[config.mk]
export PLATFORM = sky130hd
export DESIGN_NAME = order_request_issuer
export DESIGN_NICKNAME = d
export VERILOG_FILES = /design/src/rtl/order_book_pkg.sv /design/src/rtl/order_cmd_fifo.sv /design/src/rtl/order_request_issuer.sv
export SDC_FILE = /design/constraint.sdc
export NUM_CORES = 1
export LEC_CHECK = 0
export ABC_AREA = 1
export CAP_MARGIN = 20
export CORE_MARGIN = 1.5
export CORE_UTILIZATION = 52
export CTS_BUF_LIST = sky130_fd_sc_hd__clkbuf_4
export DETAILED_ROUTE_END_ITERATION = 8
export DONT_BUFFER_PORTS = 1
export GPL_ROUTABILITY_DRIVEN = 0
export MAX_ROUTING_LAYER = met4
export PLACE_DENSITY_LB_ADDON = 0.3
export SLEW_MARGIN = 20
export SYNTH_ARGS = -nofsm -noshare
export SYNTH_HDL_FRONTEND = slang
export SYNTH_SLANG_ARGS = --single-unit
[constraint.sdc]
create_clock -name clk -period 16.3 [get_ports clk]
set_clock_uncertainty 0.15 [all_clocks]
set_input_delay 4.89 -clock clk [delete_from_list [all_inputs] [get_ports clk]]
set_output_delay 4.89 -clock clk [all_outputs]
set_load 0.05 [all_outputs]
[src/rtl/order_book_pkg.sv]
// ============================================================================
// Module      : order_book_pkg
// Description : Shared command types and one-hot request encodings for the
//               order-book request path.
// Revision    : 1.0 - initial release
// ============================================================================
`default_nettype none

package order_book_pkg;

    localparam int ID_W    = 32;
    localparam int QTY_W   = 32;
    localparam int PRICE_W = 64;

    typedef enum logic [1:0] {
        CMD_ADD      = 2'd0,
        CMD_CANCEL   = 2'd1,
        CMD_DECREASE = 2'd2,
        CMD_ILLEGAL  = 2'd3
    } cmd_e;

    localparam logic [2:0] REQ_NONE     = 3'b000;
    localparam logic [2:0] REQ_ADD      = 3'b100;
    localparam logic [2:0] REQ_DELETE   = 3'b010;
    localparam logic [2:0] REQ_DECREASE = 3'b001;

    typedef struct packed {
        logic [ID_W-1:0]    order_id;
        logic [QTY_W-1:0]   quantity;
        logic [PRICE_W-1:0] price;
        cmd_e               cmd;
    } order_cmd_t;

    function automatic logic [2:0] req_type_of(input cmd_e cmd);
        case (cmd)
            CMD_ADD:      return REQ_ADD;
            CMD_CANCEL:   return REQ_DELETE;
            CMD_DECREASE: return REQ_DECREASE;
            default:      return REQ_NONE;
        endcase
    endfunction

endpackage

`default_nettype wire

[src/rtl/order_cmd_fifo.sv]
// ============================================================================
// Module      : order_cmd_fifo
// Description : Synchronous pointer-plus-count FIFO of order commands.
// Revision    : 1.0 - initial release
// ============================================================================
`default_nettype none

module order_cmd_fifo
    import order_book_pkg::*;
#(
    parameter int FIFO_DEPTH = 8
) (
    input  logic       clk,
    input  logic       reset,
    input  logic       push,
    input  order_cmd_t push_data,
    input  logic       pop,
    output order_cmd_t pop_data,
    output logic       full,
    output logic       empty
);

    localparam int AW = $clog2(FIFO_DEPTH);
    localparam logic [AW:0] FULL_COUNT = (AW+1)'(FIFO_DEPTH);

    order_cmd_t    mem [FIFO_DEPTH];
    logic [AW-1:0] wr_ptr;
    logic [AW-1:0] rd_ptr;
    logic [AW:0]   count;
    logic          do_push;
    logic          do_pop;

    assign full     = (count == FULL_COUNT);
    assign empty    = (count == '0);
    assign do_push  = push && !full;
    assign do_pop   = pop && !empty;
    assign pop_data = mem[rd_ptr];

    always_ff @(posedge clk or posedge reset) begin
        if (reset) begin
            wr_ptr <= '0;
            rd_ptr <= '0;
            count  <= '0;
        end else begin
            if (do_push) wr_ptr <= wr_ptr + 1'b1;
            if (do_pop)  rd_ptr <= rd_ptr + 1'b1;
            case ({do_push, do_pop})
                2'b10:   count <= count + 1'b1;
                2'b01:   count <= count - 1'b1;
                default: count <= count;
            endcase
        end
    end

    // Storage needs no reset; the count alone defines which entries are valid.
    always_ff @(posedge clk) begin
        if (do_push) mem[wr_ptr] <= push_data;
    end

endmodule

`default_nettype wire

[src/rtl/order_request_issuer.sv]
// ============================================================================
// Module      : order_request_issuer
// Description : Buffers decoded order commands and issues them one at a time
//               to the order book with busy/ready turnaround handling.
// Revision    : 1.0 - initial release
// ============================================================================
`default_nettype none

module order_request_issuer
    import order_book_pkg::*;
#(
    parameter int FIFO_DEPTH   = 8,
    parameter int BUSY_TIMEOUT = 4,
    parameter int CNT_W        = 16
) (
    input  logic               clk,
    input  logic               reset,
    input  logic               in_valid,
    output logic               in_ready,
    input  logic [1:0]         in_cmd,
    input  logic [ID_W-1:0]    in_order_id,
    input  logic [QTY_W-1:0]   in_quantity,
    input  logic [PRICE_W-1:0] in_price,
    output logic               book_valid,
    output logic [2:0]         book_req_type,
    output logic [ID_W-1:0]    book_order_id,
    output logic [QTY_W-1:0]   book_quantity,
    output logic [PRICE_W-1:0] book_price,
    input  logic               book_ready,
    output logic               busy,
    output logic [31:0]        issued_count,
    output logic [CNT_W-1:0]   dropped_count,
    output logic [CNT_W-1:0]   timeout_count
);

    typedef enum logic [1:0] {
        ST_IDLE       = 2'd0,
        ST_ISSUE      = 2'd1,
        ST_WAIT_BUSY  = 2'd2,
        ST_WAIT_READY = 2'd3
    } state_e;

    localparam int WAIT_W = $clog2(BUSY_TIMEOUT + 1);
    localparam logic [WAIT_W-1:0] WAIT_LAST = WAIT_W'(BUSY_TIMEOUT - 1);

    state_e            state;
    state_e            state_nxt;
    logic              ready_en;
    logic              fifo_full;
    logic              fifo_empty;
    logic              illegal_in;
    logic              push;
    logic              pop;
    logic              accept;
    logic              expire;
    logic              wait_inc;
    logic [WAIT_W-1:0] wait_cnt;
    order_cmd_t        in_entry;
    order_cmd_t        head;

    // ready_en keeps in_ready low until the first edge after reset release.
    assign in_ready   = ready_en && !fifo_full;
    assign illegal_in = (cmd_e'(in_cmd) == CMD_ILLEGAL);
    assign push       = in_valid && in_ready && !illegal_in;
    assign busy       = !fifo_empty || (state != ST_IDLE);

    assign in_entry.order_id = in_order_id;
    assign in_entry.quantity = in_quantity;
    assign in_entry.price    = in_price;
    assign in_entry.cmd      = cmd_e'(in_cmd);

    order_cmd_fifo #(
        .FIFO_DEPTH (FIFO_DEPTH)
    ) u_fifo (
        .clk       (clk),
        .reset     (reset),
        .push      (push),
        .push_data (in_entry),
        .pop       (pop),
        .pop_data  (head),
        .full      (fifo_full),
        .empty     (fifo_empty)
    );

    always_ff @(posedge clk or posedge reset) begin
        if (reset) state <= ST_IDLE;
        else       state <= state_nxt;
    end

    always_comb begin
        state_nxt = state;
        pop       = 1'b0;
        accept    = 1'b0;
        expire    = 1'b0;
        wait_inc  = 1'b0;
        case (state)
            ST_IDLE: begin
                if (!fifo_empty) begin
                    pop       = 1'b1;
                    state_nxt = ST_ISSUE;
                end
            end
            ST_ISSUE: begin
                if (book_ready) begin
                    accept    = 1'b1;
                    state_nxt = ST_WAIT_BUSY;
                end
            end
            ST_WAIT_BUSY: begin
                if (!book_ready) begin
                    state_nxt = ST_WAIT_READY;
                end else if (wait_cnt == WAIT_LAST) begin
                    expire    = 1'b1;
                    state_nxt = ST_IDLE;
                end else begin
                    wait_inc = 1'b1;
                end
            end
            ST_WAIT_READY: begin
                if (book_ready) state_nxt = ST_IDLE;
            end
            default: state_nxt = ST_IDLE;
        endcase
    end

    always_ff @(posedge clk or posedge reset) begin
        if (reset) begin
            ready_en      <= 1'b0;
            book_valid    <= 1'b0;
            book_req_type <= REQ_NONE;
            book_order_id <= '0;
            book_quantity <= '0;
            book_price    <= '0;
            wait_cnt      <= '0;
            issued_count  <= '0;
            dropped_count <= '0;
            timeout_count <= '0;
        end else begin
            ready_en <= 1'b1;
            if (pop) begin
                book_valid    <= 1'b1;
                book_req_type <= req_type_of(head.cmd);
                book_order_id <= head.order_id;
                book_quantity <= (head.cmd == CMD_CANCEL) ? '0 : head.quantity;
                book_price    <= (head.cmd == CMD_ADD) ? head.price : '0;
            end
            if (accept) begin
                book_valid   <= 1'b0;
                issued_count <= issued_count + 32'd1;
                wait_cnt     <= '0;
            end
            if (wait_inc) wait_cnt <= wait_cnt + 1'b1;
            if (expire && (timeout_count != '1))
                timeout_count <= timeout_count + CNT_W'(1);
            if (in_valid && in_ready && illegal_in && (dropped_count != '1))
                dropped_count <= dropped_count + CNT_W'(1);
        end
    end

endmodule

`default_nettype wire

==> results.txt, run 1 <==
Status: complete, no violations
Root buf cell: clkbuf_4
Largest net degree at the start of global routing: 215
Max stage delay cell, worst path: nor2_4
Setup Buffers After CTS: 0
Max Cap Viol: 0
Final ANT Viol Nets: 0
Design Area, Final: 57400 um2
Critical path class: in2reg
H-Tree Depth: 5
Relative slew slack: 0.244
Port-buffer cells: 0
Comb power frac: 0.283
Arr. time, crit path: 8.23 ns
Overall routing resource usage: 0.243
Worst-case reg-to-reg path depth: 8
Vias post-DR: 34100
DRC: 0
First-pass GRT wire length: 188000 um
Crit path launch type: input port
Syn. warnings: 0
Die Y: 321 um
Final TNS setup: 0 ns
I/O Pins: 332
Fin crit share: 0.470
Initial core utilization: 0.524
R2R Path End: u_fifo.mem[6][106]
Commonest non-fill, non-tap cells in the layout: nand2_1 (1276), edfxtp_1 (1040), nor2_1 (782)
Switching Fraction: 0.404
WHS: 0.360 ns
Clk sinks: 1252
Die width: 321 um
Worst-path maximum fanout: 51
Die area: 103000 um2
Worst-Skew Late Latency: 1.16 ns
Internal: 0.00614 W
WP data required: 16.87 ns
Final Slew Violations: 0
Min-delay src: wait_cnt[0]
PwrDens: 180 nW/um2
Worst path top cell family by delay: buffers and inverters
Clock network fraction of total power: 0.261
Post-synthesis register bit count: 1252
WL/cell: 18.8 um
Rows: 116
Core area: 100000 um2
Min Tclk post-route: 7.66 ns
Max stage delay on crit path: 0.84 ns
DP Wirelength: 64900 um
Worst VDD drop: 179 uV
P_leak: 23.0 nW
Fin cells: 6473
Cell area after placement: 53200 um2
Critical Path End Type: flip-flop
Final Setup Violations: 0
Number of nets in the layout: 5082
CTS tree: done
WHS Endpoint: wait_cnt[0]
Cts bufs inserted: 334
Starting DRT DRC Count: 2353
Fraction of layout cells with a size suffix above 1: 0.148
Grt total ovfl: 0
Dpl cells: 5899
Post-cts sizing count: 0
RSZ-0062 raised after global routing: false
Longest Clk Path Bufs: 4
Worst-path cell chain: nand2_1 > nand3_1 > buf_4 > or2_2 > nor2_4 > buf_4 > buf_4
Post-Route WL: 121000 um
Clk slew on worst S/H paths: 0.06 ns
First drt pass iteration count: 7
Flop-to-flop setup slack: 11.42 ns
Psw: 0.00417 W
Slew @ Worst Pin: 1.13 ns
Syn avg cell area: 10.9 um2
Cell variety after synth: 38
Reg2reg start: u_fifo.count[2]
Initial antenna violation count: 4
Sequential share of power: 0.456
Area Growth Syn to Fin: 9.45%
Highest Clock Rate: 131 MHz
Hold Crit Depth: 1
Vias in the first global route: 33700
Mapped Area: 52400 um2
Most common library cell in the layout ignoring fill and taps: nand2_1
CP Launch Point: in_cmd[0]
CP Buf/Inv Count: 3
Part of the Yosys area used for sequential elements: 0.697
Hold Vio Cnt, Final: 0
Cell count after synthesis: 4812
Hold_buf cts: 0
Hold Path Class: reg2reg
Vias per cell: 5.27
Most used cell along the critical path: buf_4
Synth Net Count: 4956
-- kinds of logic after synthesis --
| group | share of synthesized area |
|---|---|
| AO/OA/AOI/OAI | 0.0320 |
| XOR/XNOR | 0.00752 |
| adder cells (fa/ha/maj) | 0.00239 |
| buffers and inverters | 0.0450 |
| flip-flops | 0.697 |
| other | 0.0000715 |
| AND/OR/NAND/NOR | 0.216 |
-- power groups by stage --
stage | Sequential (W) | Combinational (W) | Clock [W]
floorplan | 0.00466 | 0.00231 | 0
global placement | 0.00476 | 0.00288 | 0
detailed placement | 0.00477 | 0.00294 | 0
CTS | 0.00470 | 0.00295 | 0.00277
global route | 0.00473 | 0.00330 | 0.00294
finish | 0.00470 | 0.00292 | 0.00269
-- per-stage QoR --
| step | utilization | power, W | setup slack (ns) |
|---|---|---|---|
| 6_report | 0.574 | 0.0103 | 8.64 |
| 5_1_grt | 0.574 | 0.0110 | 8.49 |
| 4_1_cts | 0.574 | 0.0104 | 8.53 |
| 3_5_place_dp | 0.532 | 0.00770 | 7.42 |
| 3_3_place_gp | 0.532 | 0.00764 | 7.45 |
| 2_1_floorplan | - | 0.00696 | 4.65 |
-- how the worst max path moves through the flow --
stage	cells after the start	endpoint
after floorplan	4	u_fifo.mem[0][0]
after global placement	7	u_fifo.mem[6][19]
after detailed placement	7	u_fifo.mem[6][13]
after CTS	2	busy
after global routing	2	busy
final	7	u_fifo.mem[6][106]
-- sequential cells by signal, summed over array words and instances, names as in the netlist --
| signal | count |
|---|---|
| u_fifo.mem | 1040 |
| book_price | 64 |
| book_order_id | 32 |
| book_quantity | 32 |
| issued_count | 32 |
| dropped_count | 16 |
| timeout_count | 16 |
| u_fifo.count | 4 |
| book_req_type | 3 |
| u_fifo.rd_ptr | 3 |
| u_fifo.wr_ptr | 3 |
| wait_cnt | 3 |
| state | 2 |
| book_valid | 1 |
| ready_en | 1 |
-- worst reg2reg max path: stages, from the launching register on --
cell and delay (ns):
dfrtp_1 0.39, inv_1 0.12, a31oi_4 0.45, nand3_1 0.16
buf_4 0.21, or2_2 0.40, nor2_4 0.85, buf_4 0.82
buf_4 0.88
-- final cells by class --
type,instances,area [um2]
diodes,1,2.50
clock buffers,509,3820
clock inverters,63,368
fillers,8151,42600
inverters,274,1070
multi-input cells,3036,13600
flip-flops and latches,1252,36500
well taps,1298,1620
repair buffers,40,340
-- synthesized netlist by cell type --
cell | count | area share
or2_2 | 165 | 0.020
xor2_1 | 31 | 0.0052
nor2_2 | 2 | 0.00024
or2_1 | 25 | 0.0030
buf_6 | 11 | 0.0024
nand2_1 | 1279 | 0.092
nor3_2 | 1 | 0.00019
nand3b_1 | 7 | 0.0010
nand4_1 | 82 | 0.0098
o21ai_1 | 30 | 0.0029
nand2_2 | 3 | 0.00036
clkbuf_2 | 1 | 0.000095
buf_2 | 98 | 0.0094
clkbuf_1 | 67 | 0.0048
conb_1 | 1 | 0.000072
nor3_1 | 14 | 0.0013
o21ai_2 | 5 | 0.00084
o211ai_1 | 73 | 0.010
nand3_4 | 1 | 0.00033
a21oi_1 | 16 | 0.0015
buf_4 | 49 | 0.0070
inv_1 | 268 | 0.019
o21ai_0 | 165 | 0.016
inv_2 | 6 | 0.00043
a31oi_4 | 1 | 0.00041
ha_1 | 10 | 0.0024
edfxtp_1 | 1040 | 0.60
nand3_1 | 261 | 0.025
buf_1 | 24 | 0.0017
or2_0 | 46 | 0.0055
nor2_1 | 790 | 0.057
and2_1 | 9 | 0.0011
nor3_4 | 1 | 0.00031
nor2_4 | 1 | 0.00021
dfrtp_1 | 212 | 0.10
nand3_2 | 2 | 0.00038
o21a_1 | 1 | 0.00014
xnor2_1 | 14 | 0.0023
-- per-layer routing --
| metal | up-vias | wire length [um] | GRT usage |
|---|---|---|---|
| li1 | 16500 | - | - |
| met1 | 16300 | 50300 | 0.297 |
| met2 | 1138 | 58800 | 0.390 |
| met3 | 187 | 9910 | 0.0695 |
| met4 | 0 | 2410 | 0.0794 |
| met5 | - | 0 | - |
(Power assumes the default switching activity.)
==> run 2: changes to the inputs <==
- clock period: 16.3 -> 7.8 ns (I/O delays scaled with it)
==> run 2 against run 1 <==
  * Non-clock buffer count fell by 4
  * Setup slack worse by 5.9 ns
  * Register-to-register slack got worse by 7.4 ns
  * Clock power increased by 110%
  * Die area stayed put
  * Sequential power rose by 110%
  * Cell area up 0.33%
==> results.txt, run 2 (synthesis results as in run 1) <==
Status: complete, no violations
RSZ-0062 raised after global routing: false
R2R Path End: book_quantity[29]
DRC: 0 (unchanged)
Area Growth Syn to Fin: 9.81%
Top reg by flops: u_fifo.mem
WL/cell: 18.5 um (-1.3%)
Worst-case reg-to-reg path depth: 10 (+2)
Sequential share of power: 0.453 (-0.003)
Switching Fraction: 0.403 (-0.000952)
Fin crit share: 0.654
Vias post-DR: 34100 (-0.11%)
Largest register FFs: 1040 (unchanged)
Setup Buffers After CTS: 0 (unchanged)
Biggest regs: u_fifo.mem x1040, book_price x64
Number of nets in the layout: 5081 (-0.020%)
Initial antenna violation count: 2 (-2)
Largest net degree at the start of global routing: 211 (-1.9%)
Grt total ovfl: 0 (unchanged)
Port-buffer cells: 0 (unchanged)
Comb power frac: 0.282 (about the same)
Seq. cell area: 36500 um2 (unchanged)
Core area: 100000 um2 (unchanged)
Number of fill cells: 8147 (-0.049%)
Initial core utilization: 0.524 (unchanged)
Most common library cell in the layout ignoring fill and taps: nand2_1
H-Tree Depth: 5 (unchanged)
Overall routing resource usage: 0.242 (-0.00140)
Dpl cells: 5896 (-0.051%)
Internal: 0.0129 W (+110%)
PwrDens: 377 nW/um2 (+110%)
Final Slew Violations: 0 (unchanged)
Starting DRT DRC Count: 2594 (+10%)
Critical path class: reg2out
Die width: 321 um (unchanged)
Worst-path cell chain: nor2_1 > nand4_1
Worst-Skew Late Latency: 1.18 ns (+0.02 ns)
Hold Vio Cnt, Final: 0 (unchanged)
WHS: 0.368 ns (+0.00775 ns)
Clock network fraction of total power: 0.265 (+0.004)
Vias per cell: 5.25 (-0.35%)
Worst VDD drop: 377 uV (+110%)
Clk slew on worst S/H paths: 0.06 ns (about the same)
Die area: 103000 um2 (unchanged)
Relative slew slack: 0.156 (-0.0883)
Vias in the first global route: 34100 (+1.3%)
Highest Clock Rate: 196 MHz
P_leak: 23.1 nW (+0.26%)
Reg2reg start: u_fifo.rd_ptr[0]
Fin cells: 6489 (+0.25%)
Psw: 0.00875 W (+110%)
Max stage delay cell, worst path: nand4_1
Min Tclk post-route: 5.10 ns
Commonest non-fill, non-tap cells in the layout: nand2_1 (1277), edfxtp_1 (1040), nor2_1 (782)
Worst-path maximum fanout: 5 (-90%)
I/O Pins: 332 (unchanged)
First drt pass iteration count: 5 (-2)
Clk sinks: 1252 (unchanged)
Root buf cell: clkbuf_4
Min-delay src: wait_cnt[0]
Max stage delay on crit path: 0.63 ns (-0.21 ns)
Crit path launch type: flip-flop
Post-cts sizing count: 0 (unchanged)
Hold Crit Depth: 1 (unchanged)
First-pass GRT wire length: 186000 um (-1.1%)
Fraction of layout cells with a size suffix above 1: 0.149 (+0.000563)
Critical Path End Type: output pin
Final Setup Violations: 0 (unchanged)
DP Wirelength: 60500 um (-6.7%)
Rows: 116 (unchanged)
Cts bufs inserted: 337 (+0.90%)
Hold_buf cts: 0 (unchanged)
WP data required: 5.31 ns (-11.56 ns)
Max Cap Viol: 0 (unchanged)
Die Y: 321 um (unchanged)
WHS Endpoint: wait_cnt[0]
Multi-input gate area: 13600 um2 (about the same)
Arr. time, crit path: 2.61 ns (-5.62 ns)
Post-Route WL: 120000 um (-1.1%)
Longest Clk Path Bufs: 4 (unchanged)
Hold Path Class: reg2reg
CTS tree: done
Flop-to-flop setup slack: 3.97 ns (-7.45 ns)
Slew @ Worst Pin: 1.27 ns (+0.133 ns)
Final ANT Viol Nets: 0 (unchanged)
-- run 2: routing by layer --
metal,GRT usage,part of all wire
met5,-,0
met3,0.0730,0.083
met1,0.287,0.41
met4,0.0872,0.021
met2,0.390,0.49
-- run 2: power by group through the flow --
stage	combinational (W)	clock [W]	sequential [W]
after CTS	0.00618	0.00591	0.00984
after global placement	0.00602	0	0.00996
after detailed placement	0.00616	0	0.00997
after global routing	0.00692	0.00626	0.00990
after floorplan	0.00482	0	0.00972
final	0.00612	0.00574	0.00983
-- run 2: stage by stage --
| stage | power [W] | TNS, ns | instance area, um2 | setup slack [ns] | utilization |
|---|---|---|---|---|---|
| 2_1_floorplan | 0.0145 | -675.15 | 52500 | -1.30 | - |
| 3_3_place_gp | 0.0160 | 0 | 53300 | 2.76 | 0.533 |
| 3_5_place_dp | 0.0161 | 0 | 53300 | 2.76 | 0.533 |
| 4_1_cts | 0.0219 | 0 | 57600 | 2.54 | 0.576 |
| 5_1_grt | 0.0231 | 0 | 57600 | 2.51 | 0.576 |
| 6_report | 0.0217 | 0 | 57600 | 2.70 | 0.576 |
-- run 2: how the worst max path moves through the flow --
| stage | startpoint | slack (ns) | to | cells after the start |
|---|---|---|---|---|
| after global routing | state[0] | 2.51 | busy | 2 |
| after floorplan | in_cmd[0] | -1.30 | u_fifo.mem[0][0] | 4 |
| after CTS | state[0] | 2.54 | busy | 2 |
| after global placement | in_cmd[0] | 2.76 | u_fifo.mem[4][111] | 6 |
| final | state[0] | 2.70 | busy | 2 |
| after detailed placement | in_cmd[0] | 2.76 | u_fifo.mem[4][111] | 6 |
-- run 2: worst max-delay path, delay by kind of cell, from the launching register on --
family	cells	cell delay [ns]
flip-flops	1	0.45
AND/OR/NAND/NOR	2	0.99
-- run 2: cell type report --
| cell class | count | area share |
|---|---|---|
| tap | 1298 | 0.0282 |
| timing repair buffer | 36 | 0.00708 |
| clock inverter | 80 | 0.00847 |
| sequential | 1252 | 0.635 |
| multi-input combinational | 3036 | 0.237 |
| antenna | 3 | 0.000130 |
| inverter | 274 | 0.0184 |
| clock buffer | 510 | 0.0665 |
